===== src/rtl/binser_pkg.sv =====
// rtl/binser_pkg.sv - shared constants, state type and helpers for the binary-serial PE
package binser_pkg;

    localparam int WIDTH_DEF     = 8;
    localparam int DEPTH_DEF     = 3;
    localparam int ACC_WIDTH_DEF = 24;

    typedef enum logic [1:0] {
        IDLE,
        ACCUM,
        DONE
    } acc_state_t;

    function automatic int msb_idx(input int width);
        return width - 1;
    endfunction

endpackage


===== src/rtl/serial_term_shift.sv =====
// rtl/serial_term_shift.sv - weights one partial product by its bit index, negating the MSB term
module serial_term_shift
    import binser_pkg::*;
#(
    parameter int WIDTH     = WIDTH_DEF,
    parameter int DEPTH     = DEPTH_DEF,
    parameter int ACC_WIDTH = ACC_WIDTH_DEF
) (
    input  logic [DEPTH-1:0]            idx,
    input  logic signed [2*WIDTH-1:0]   pp,
    output logic signed [ACC_WIDTH-1:0] term
);

    logic signed [ACC_WIDTH-1:0] ext;
    logic signed [ACC_WIDTH-1:0] shifted;

    assign ext     = ACC_WIDTH'(pp);
    assign shifted = ext << idx;

    // Multiplier MSB has weight -2^(WIDTH-1) in two's complement.
    assign term = (idx == DEPTH'(msb_idx(WIDTH))) ? -shifted : shifted;

endmodule


===== src/rtl/mul_serial_acc.sv =====
// rtl/mul_serial_acc.sv - shift-add accumulator turning serial partial products into psum + a*b
module mul_serial_acc
    import binser_pkg::*;
#(
    parameter int WIDTH     = WIDTH_DEF,
    parameter int DEPTH     = DEPTH_DEF,
    parameter int ACC_WIDTH = ACC_WIDTH_DEF
) (
    input  logic                        clk,
    input  logic                        rst_n,
    input  logic                        en,
    input  logic                        clr,
    input  logic [DEPTH-1:0]            i_idx,
    input  logic signed [2*WIDTH-1:0]   i_pp,
    input  logic signed [ACC_WIDTH-1:0] i_psum,
    output logic signed [ACC_WIDTH-1:0] o_psum,
    output logic                        o_valid,
    output logic                        o_busy,
    output logic                        o_err
);

    acc_state_t                  state, state_next;
    logic signed [ACC_WIDTH-1:0] acc, acc_next, psum_next, term;
    logic [DEPTH-1:0]            exp_idx, exp_next;
    logic                        err_next, valid_next, last;

    serial_term_shift #(
        .WIDTH    (WIDTH),
        .DEPTH    (DEPTH),
        .ACC_WIDTH(ACC_WIDTH)
    ) u_term (
        .idx (i_idx),
        .pp  (i_pp),
        .term(term)
    );

    assign last   = (i_idx == DEPTH'(msb_idx(WIDTH)));
    assign o_busy = (state == ACCUM);

    always_ff @(posedge clk or negedge rst_n) begin
        if (!rst_n) begin
            state   <= IDLE;
            acc     <= '0;
            exp_idx <= '0;
            o_psum  <= '0;
            o_valid <= 1'b0;
            o_err   <= 1'b0;
        end else begin
            state   <= state_next;
            acc     <= acc_next;
            exp_idx <= exp_next;
            o_psum  <= psum_next;
            o_valid <= valid_next;
            o_err   <= err_next;
        end
    end

    always_comb begin
        state_next = state;
        acc_next   = acc;
        exp_next   = exp_idx;
        psum_next  = o_psum;
        err_next   = o_err;
        valid_next = 1'b0;
        if (clr) begin
            state_next = IDLE;
            acc_next   = '0;
            exp_next   = '0;
            psum_next  = '0;
            err_next   = 1'b0;
        end else begin
            case (state)
                // DONE accepts a new idx-0 beat exactly like IDLE, giving back-to-back products.
                IDLE, DONE: begin
                    state_next = IDLE;
                    if (en) begin
                        if (i_idx == '0) begin
                            acc_next   = i_psum + term;
                            exp_next   = DEPTH'(1);
                            state_next = ACCUM;
                        end else begin
                            err_next = 1'b1;
                        end
                    end
                end
                ACCUM: begin
                    if (en) begin
                        if (i_idx == exp_idx) begin
                            acc_next = acc + term;
                            if (last) begin
                                state_next = DONE;
                                exp_next   = '0;
                                psum_next  = acc + term;
                                valid_next = 1'b1;
                            end else begin
                                exp_next = exp_idx + DEPTH'(1);
                            end
                        end else begin
                            err_next = 1'b1;
                        end
                    end
                end
                default: state_next = IDLE;
            endcase
        end
    end

endmodule


===== config.mk =====
export PLATFORM = sky130hd
export DESIGN_NAME = mul_serial_acc
export DESIGN_NICKNAME = d
export VERILOG_FILES = /design/src/rtl/binser_pkg.sv /design/src/rtl/serial_term_shift.sv /design/src/rtl/mul_serial_acc.sv
export SDC_FILE = /design/constraint.sdc
export NUM_CORES = 1
export LEC_CHECK = 0
export CAP_MARGIN = 5
export CORE_MARGIN = 5
export CORE_UTILIZATION = 60
export CTS_BUF_LIST = sky130_fd_sc_hd__clkbuf_4 sky130_fd_sc_hd__clkbuf_8 sky130_fd_sc_hd__clkbuf_16
export CTS_CLUSTER_SIZE = 12
export DETAILED_ROUTE_END_ITERATION = 8
export PLACE_DENSITY_LB_ADDON = 0.15
export SLEW_MARGIN = 20
export SYNTH_ARGS = -nofsm -noshare
export SYNTH_HDL_FRONTEND = slang
export SYNTH_SLANG_ARGS = --single-unit
export TNS_END_PERCENT = 50

===== constraint.sdc =====
create_clock -name clk -period 7.2 [get_ports clk]
set_input_delay 1.08 -clock clk [delete_from_list [all_inputs] [get_ports clk]]
set_output_delay 1.08 -clock clk [all_outputs]
set_load 0.05 [all_outputs]

### After elaboration in Yosys (flattened, before gate mapping)

Cells that the tools add are included.

| cells by class | value |
|---|---|
| add/subtract/negate cells | 4 |
| equality and inequality tests | 11 |
| shifts and indexed selects | 1 |
| mux-type cells | 37 |
| reduce and logical (&&, ||, !) cells | 12 |

Operator list:

| cell | count |
|---|---|
| $mux 24 | 11 |
| $add 24x24->24 | 2 |
| $pmux 24 s2 | 1 |
| $neg 24->24 | 1 |
| $shl 24x3->24 | 1 |
| $mux 3 | 6 |
| $ne 3x3->1 const B | 5 |
| $mux 1 | 12 |
| $reduce_and 5->1 | 2 |
| $mux 2 | 4 |
| $reduce_bool 2->1 | 4 |
| $ne 3x2->1 const B | 2 |
| $pmux 3 s2 | 1 |
| $pmux 2 s2 | 1 |
| $reduce_and 4->1 | 1 |
| $add 3x1->3 const B | 1 |
| $eq 3x3->1 | 1 |
| $eq 3x3->1 const B | 1 |
| $logic_not 3->1 | 1 |
| $reduce_and 3->1 | 1 |
| $reduce_bool 3->1 | 1 |
| $eq 2x1->1 const B | 1 |
| $eq 2x2->1 const B | 1 |
| $logic_not 2->1 | 1 |
| other kinds (2) | 2 |

| storage, ports and cells | value |
|---|---|
| register bits after elaboration | 55 |
| bits of input ports | 47 |
| output and inout port bits | 27 |

### Longest topological paths before layout

Gate-level depths: netlist of the first run.

| logic depth | value |
|---|---|
| depth in word-level cells | 9 |
| depth in mapped cells | 22 |
| gate-level depth less buffers | 19 |

### Hierarchy

From an unflattened synthesis of the first run, not the netlist that was laid out.

| second synthesis, totals | value |
|---|---|
| cells, all modules | 756 |
| area total of the unflattened synthesis | 6,204.7 sq um |

By module, submodules not included:

| module | times used | cells an instance | area an instance (sq um) | seq. area each (sq um) |
|---|---|---|---|---|
| mul_serial_acc | 1 | 536 | 4,678.2 | 1,376.3 |
| serial_term_shift | 1 | 220 | 1,526.5 | 0.0 |

### Worst setup path before layout of the first run

OpenSTA, ideal clock, no wires.

| path | value |
|---|---|
| path kind | input -> register |
| from | input port i_idx[1] |
| to | register acc[21] |
| setup time | 126 ps |
| arrival time | 4,970 ps |
| data required time | 7,074 ps |
| path slack | 2,104 ps |
| stages | 20 |
| buffers on the path | 1 |
| cell sequence | buf_6 mux2_4 mux2_2 or4_1 o41ai_2 nand3_2 o21bai_1 xor2_1 nand2_1 o21ai_0 ha_1 a21oi_1 o21ai_0 a2111oi_0 o41ai_1 a41oi_1 o21bai_1 a21oi_1 xnor2_1 a221o_1 |

| between the ends | value |
|---|---|
| word-level cells in the longest chain between the ends | 8 |

Ends and longest elaborated chain:

| item | RTL line | text |
|---|---|---|
| from (decl) | mul_serial_acc.sv:13 | `input logic [DEPTH-1:0] i_idx,` |
| $shl 24x3->24 | serial_term_shift.sv:18 | `assign shifted = ext << idx;` |
| $neg 24->24 | serial_term_shift.sv:21 | `assign term = (idx == DEPTH'(msb_idx(WIDTH))) ? -shifted : shifted;` |
| $mux 24 | serial_term_shift.sv:21 |  |
| $add 24x24->24, on equally long branches | mul_serial_acc.sv:89, mul_serial_acc.sv:78 |  |
| $mux 24, on equally long branches | mul_serial_acc.sv:88, mul_serial_acc.sv:77 |  |
| $mux 24, on equally long branches | mul_serial_acc.sv:87, mul_serial_acc.sv:76 |  |
| $pmux 24 s2 | mul_serial_acc.sv:72 | `case (state)` |
| $mux 24 | mul_serial_acc.sv:65 | `if (clr) begin` |
| to (signal assigned) | mul_serial_acc.sv:50 | `acc <= acc_next;` |
| to (decl) | mul_serial_acc.sv:23 | `logic signed [ACC_WIDTH-1:0] acc, acc_next, psum_next, term;` |

Several ways; a longest one is shown, not always the timed one. The select of a mux whose other input is x is not followed.
A chain may end at the register's enable or synchronous reset.

### Final worst setup path of the first run

Same ends and word-level chain as after synthesis.

==> results of run 1 <==
[layout make-up]
cell class | instances | area, µm²
multi-input combinational | 613 | 4453
fill | 858 | 3177
sequential | 55 | 1376
timing repair buffer | 84 | 808.3
tap | 136 | 170.2
inverter | 27 | 101.3
clock buffer | 7 | 90.09
clock inverter | 1 | 8.758
[synth_stat cells (all sizes together) (22+ instances only)]
library cell / count / area (µm²)
a21oi: 61 / 305.3
ha: 57 / 713.2
a21o: 22 / 165.2
clkbuf: 27 / 135.1
inv: 27 / 101.4
nand2: 58 / 217.7
o21ai: 51 / 255.3
dfrtp: 55 / 1376
xnor2: 34 / 297.8
a22o: 25 / 219.0
nor2: 56 / 210.2
[power breakdown]
| group | total, W | switching, W | internal (W) |
|---|---|---|---|
| clock | 0.000186 | 0.000103 | 0.0000829 |
| combinational | 0.000733 | 0.000430 | 0.000303 |
| sequential | 0.000357 | 0.0000211 | 0.000336 |
| total | 0.00128 | 0.000554 | 0.000722 |
[how the worst max path moves through the flow]
| stage | from | end | slack (ps) |
|---|---|---|---|
| 2_1_floorplan | i_idx[1] | acc[21]$_DFFE_PN0P_ | 2100 |
| 3_3_place_gp | i_idx[1] | acc[21]$_DFFE_PN0P_ | 890 |
| 3_5_place_dp | i_idx[1] | acc[21]$_DFFE_PN0P_ | 770 |
| 4_1_cts | i_idx[1] | acc[21]$_DFFE_PN0P_ | 1110 |
| 5_1_grt | i_idx[1] | acc[21]$_DFFE_PN0P_ | 560 |
| 6_report | i_idx[1] | acc[21]$_DFFE_PN0P_ | 1020 |
[state kept, by name, summed over array words and instances (netlist names)]
register / cells
acc: 24
o_psum: 24
exp_idx: 3
state: 2
o_err: 1
o_valid: 1
[stage by stage]
stage / hold WS, ps / instances / setup WS, ps / util [%]
finish: 493.5 / 923 / 1017 / 68.81
global route: 528.8 / 923 / 556.3 / 68.81
global placement: 464.4 / 915 / 887.3 / 67.84
detailed placement: 473.7 / 915 / 767.4 / 67.84
CTS: 496.2 / 923 / 1112 / 68.81
floorplan: 454.5 / 732 / 2104 / -
[critical path: stages]
cell and delay, ps:
clkdlybuf4s50_1 920, buf_4 370, nand2_1 230, o31ai_1 270, a211oi_1 90, o31ai_2 360, nand3_2 170, o21bai_1 190
xor2_1 150, nand2_1 60, o21ai_0 170, ha_1 380, a21oi_1 140, o21ai_0 130, a2111oi_0 410, o41ai_1 190
a41oi_1 370, o21bai_1 100, a21oi_1 180, xnor2_1 110, a221o_1 290
[layer usage]
layer	vias up	wire [µm]	track usage, %
met4	0	269	5.596
met3	22	1025	2.772
met1	2761	7963	39.05
li1	2840	-	-
met5	-	0	0
met2	213	7706	44.39
[cells by family (layout without fill, tap and decap cells)]
family,Yosys count,count (layout)
mux,36,36
compound gates,257,257
simple gates,207,207
flops,55,55
xor+xnor,54,54
fa+ha+maj,59,59
buf+inv,64,119
==> out/metrics.yaml, run 1 <==
status: "complete, no violations"
antenna_cells: 0
synth_edf_count: 0
cts_buffer_depth: 2
track_usage_pct: 27.08
route.detailed.drc: 0
tns_ps: 0
clock-sinks: 55
first_pass_iters: 5
power.total_w: 0.001275
syn_inst: 732
htreeDepth: 2
worstReg2RegStart: "state[0]$_DFFE_PN0P_"
postCtsSetupRepairBufs: 0
synthAdderAreaFrac_pct: 12.22
die_area_um2: 12400
cts_root_buffer: "clkbuf_8"
hold_viol: 0
holdPathEnd: "o_psum[8]$_DFFE_PN0P_"
nets: 892
synthesis.nets: 838
crit_fanout: 19
rrSetupSlack_ps: 3670
synthFlopType: "dfrtp_1"
fp.dieW_um: 111.3
drt-total-wl_um: 16970
hpwl_um: 13610
finalCriticalPeriod_ps: 6183
synth_compound_area_share_pct: 28.59
gp_congestion: 0.9600
clock_skew_ps: 12.05
ios: 74
muxShareOfSynthArea_pct: 7.025
synth_xor_area_share_pct: 7.675
place.port_buffers: 73
row_count: 37
cp-end-kind: "flop"
rsz0062_at_grt: "no"
ys_seq_area_share_pct: 22.34
cp.arrival_ps: 6380
die_y_um: 111.3
initial_utilization_pct: 60.50
max_freq_mhz: 161.7
clk_latency_ps: 320
grt_max_degree: 56
place_area_um2: 6909
power_leakage_nw: 3.097
antenna_left: 0
antenna_found_initial: 0
via_per_inst: 6.323
peakVddDrop_mv: 0.08557
yosys_warnings: 0
grt_pass1_wl_um: 27970
tritoncts: "built"
syn_avg_cell_area_um2: 8.418
synth_cell_types: 82
hp-start: "o_psum[8]$_DFFE_PN0P_"
ctsHoldBuffers: 0
drv_cap: 0
worstSetupPathType: "input pin to flop"
drive_gt1_share_pct: 7.624
relSlewSlack_pct: 29.39
crit_path_start_kind: "input pin"
cts.clk_slew.worst_paths_ps: 100
final_common_cell: "clkdlybuf4s50_1"
synth_top_family_by_area: "compound AO/OA/AOI/OAI gates"
core_um2: 10180
fin_area_um2: 7008
vias: 5836
drt_iter0_drc: 422
p_per_area_nw_per_um2: 182.0
crit-reg2reg-capture: "acc[13]$_DFFE_PN0P_"
rr_worst_depth: 9
synthSimpleGateAreaFrac_pct: 16.61
worstMarginPinSlew_ps: 1051
layout_common_cells: "clkdlybuf4s50_1, a21oi_1, nand2_1"
gr-total-overflow: 0
grt_pass1_vias: 5500
ctsResizeCount: 0
cts_buffers: 5
slew_violations: 0
wl_per_cell_um: 18.38
finalCritPeriodShare_pct: 85.87
required_ps: 7400
async_flop_share_pct: 100.0
synth_area_um2: 6162
hp-class: "flop to flop"
setup_viol: 0
area_growth_pct: 13.73
synth_seq_cells: 55
min_path_cells: 2
(Power assumes the default switching activity.)
==> run 2, diff against run 1 <==
--- a/config.mk
+++ b/config.mk
@@ -11,6 +11,7 @@
 export CTS_BUF_LIST = sky130_fd_sc_hd__clkbuf_4 sky130_fd_sc_hd__clkbuf_8 sky130_fd_sc_hd__clkbuf_16
 export CTS_CLUSTER_SIZE = 12
 export DETAILED_ROUTE_END_ITERATION = 8
+export DONT_BUFFER_PORTS = 1
 export PLACE_DENSITY_LB_ADDON = 0.15
 export SLEW_MARGIN = 20
 export SYNTH_ARGS = -nofsm -noshare
==> out/metrics.yaml, run 2 (synthesis gave the netlist of run 1 again) <==
drt-total-wl_um: 16110  # was 16970 µm
tns_ps: 0  # unchanged
hpwl_um: 12820  # was 13610 µm
place.port_buffers: 0  # was 73
grt_pass1_wl_um: 26190  # was 27970 µm
reg_top3: "acc: 24 flops, o_psum: 24 flops, exp_idx: 3 flops"  # unchanged
hold_viol: 0  # unchanged
cp.arrival_ps: 5330  # was 6380 ps
layout_common_cells: "a21oi_1, nand2_1, ha_1"  # was clkdlybuf4s50_1, a21oi_1, nand2_1
power_leakage_nw: 2.814  # was 3.097 nW
antenna_left: 0  # unchanged
die_y_um: 111.3  # unchanged
finalCriticalPeriod_ps: 5119  # was 6183 ps
setup_viol: 0  # unchanged
comb_power_share_pct: 52.8  # was 57.5%
postCtsSetupRepairBufs: 0  # unchanged
cp-end-kind: "flop"  # unchanged
rsz0062_at_grt: "no"  # unchanged
status: "complete, no violations"  # unchanged
ios: 74  # unchanged
seq_power_share_pct: 28.0  # about the same
cts.clk_slew.worst_paths_ps: 100  # about the same
peakVddDrop_mv: 0.1317  # was 0.08557 mV
route.detailed.drc: 0  # unchanged
relSlewSlack_pct: 36.05  # was 29.39%
clock_skew_ps: 14.06  # was 12.05 ps
drv_cap: 0  # unchanged
worstMarginPinSlew_ps: 952.0  # was 1051 ps
cts_root_buffer: "clkbuf_8"  # unchanged
final_util_pct: 61.61  # was 68.81%
worstSetupPathType: "input pin to flop"  # unchanged
place_area_um2: 6138  # was 6909 µm²
vias: 5483  # was 5836
ctsHoldBuffers: 0  # unchanged
drt_iter0_drc: 443  # was 422
clock-sinks: 55  # unchanged
antenna_cells: 0  # unchanged
finalCritPeriodShare_pct: 71.10  # was 85.87%
tritoncts: "built"  # unchanged
htreeDepth: 2  # unchanged
row_count: 37  # unchanged
required_ps: 7410  # was 7400 ps
gp_congestion: 0.9094  # was 0.9600
gr-total-overflow: 0  # unchanged
core_um2: 10180  # unchanged
cts_buffers: 5  # unchanged
first_pass_iters: 5  # unchanged
hp-class: "input pin to asynchronous set/reset pin"  # was flop to flop
p_per_area_nw_per_um2: 203.5  # was 182.0 nW/µm²
clockPowerShare_pct: 19.1  # was 14.6%
max_freq_mhz: 195.4  # was 161.7 MHz
via_per_inst: 6.496  # was 6.323
die_area_um2: 12400  # unchanged
nets: 813  # was 892
cts_buffer_depth: 2  # unchanged
antenna_found_initial: 0  # unchanged
wl_per_cell_um: 19.09  # was 18.38 µm
ctsResizeCount: 0  # unchanged
slew_violations: 0  # unchanged
drive_gt1_share_pct: 7.486  # was 7.624%
initial_utilization_pct: 60.50  # unchanged
crit_fanout: 38  # was 19
final_common_cell: "a21oi_1"  # was clkdlybuf4s50_1
grt_pass1_vias: 5218  # was 5500
internal_power_w: 0.0007572  # was 0.0007217 W
area_growth_pct: 1.827  # was 13.73%
fp.dieW_um: 111.3  # unchanged
swShare_pct: 40.70  # was 43.41%
crit_path_start_kind: "input pin"  # unchanged
fin_area_um2: 6275  # was 7008 µm²
switchingPower_w: 0.0005197  # was 0.0005537 W
clk_latency_ps: 320  # about the same
nFillCells: 934  # was 858
grt_max_degree: 56  # unchanged
track_usage_pct: 25.35  # was 27.08%
## run 2: changes by cell type in the layout (fill, tap and decap cells not counted)
cell             delta
clkinv_4            -1
clkdlybuf4s50_1    -72
bufinv_16           +2
clkbuf_8            -1
buf_2               -1
buf_4               -6
## run 2: worst max-delay path, stage by stage
cell and delay [ps]:
mux2_2 350, mux2i_1 380, nand2_1 130, o31ai_2 300, nand3_2 180, o21bai_1 190, xor2_1 150, nand2_1 60
o21ai_0 160, ha_1 380, a21oi_1 160, o21ai_0 150, a2111oi_0 420, o41ai_1 170, a41oi_1 380, o21bai_1 110
a21oi_1 180, xnor2_1 110, a221o_1 290
## run 2: power by group through the flow
stage	sequential [W]	clock (W)	combinational (W)
5_1_grt	0.000362	0.000262	0.000745
6_report	0.000358	0.000244	0.000675
3_3_place_gp	0.000362	0	0.000648
3_5_place_dp	0.000363	0	0.000659
2_1_floorplan	0.000358	0	0.000541
4_1_cts	0.000358	0.000250	0.000662
## run 2: final cells by class
cell class | count | area (µm²) | area share [%]
Clock inverter | 2 | 60.06 | 0.9571
Multi-Input combinational cell | 613 | 4453 | 70.97
Sequential cell | 55 | 1376 | 21.93
Timing Repair Buffer | 5 | 37.54 | 0.5982
Tap cell | 136 | 170.2 | 2.712
Clock buffer | 6 | 76.32 | 1.216
Inverter | 27 | 101.3 | 1.615
## run 2: path summary, 6_finish.rpt
kind	from	to	slack (ps)	depth (start not counted)
worst max register to register	acc[0]$_DFFE_PN0P_	acc[22]$_DFFE_PN0P_	4140	12
worst min register to register	acc[20]$_DFFE_PN0P_	acc[20]$_DFFE_PN0P_	500	2
worst min-delay path	rst_n	acc[2]$_DFFE_PN0P_	440	0
max in group asynchronous	rst_n	o_psum[23]$_DFFE_PN0P_	6660	0
worst max-delay path	i_idx[1]	acc[21]$_DFFE_PN0P_	2080	19
min in group clk	acc[20]$_DFFE_PN0P_	acc[20]$_DFFE_PN0P_	500	2
## run 2: per-stage QoR
stage          setup slack [ps]   power, W  hold WS, ps  std cells
5_1_grt                    1658   0.001369        424.6        844
3_5_place_dp               1750   0.001022        477.3        836
2_1_floorplan              2104  0.0008994        454.5        732
4_1_cts                    2077   0.001270        432.9        844
6_report                   2081   0.001277        439.3        844
3_3_place_gp               1845   0.001010        468.5        836
## run 2: per-layer routing
layer	part of all wire (%)	GRT usage [%]	vias to the layer above
li1	-	-	2674
met1	45	35.78	2572
met2	45	39.28	215
met3	8.3	6.196	22
met4	1.9	6.245	0
met5	0	0	-
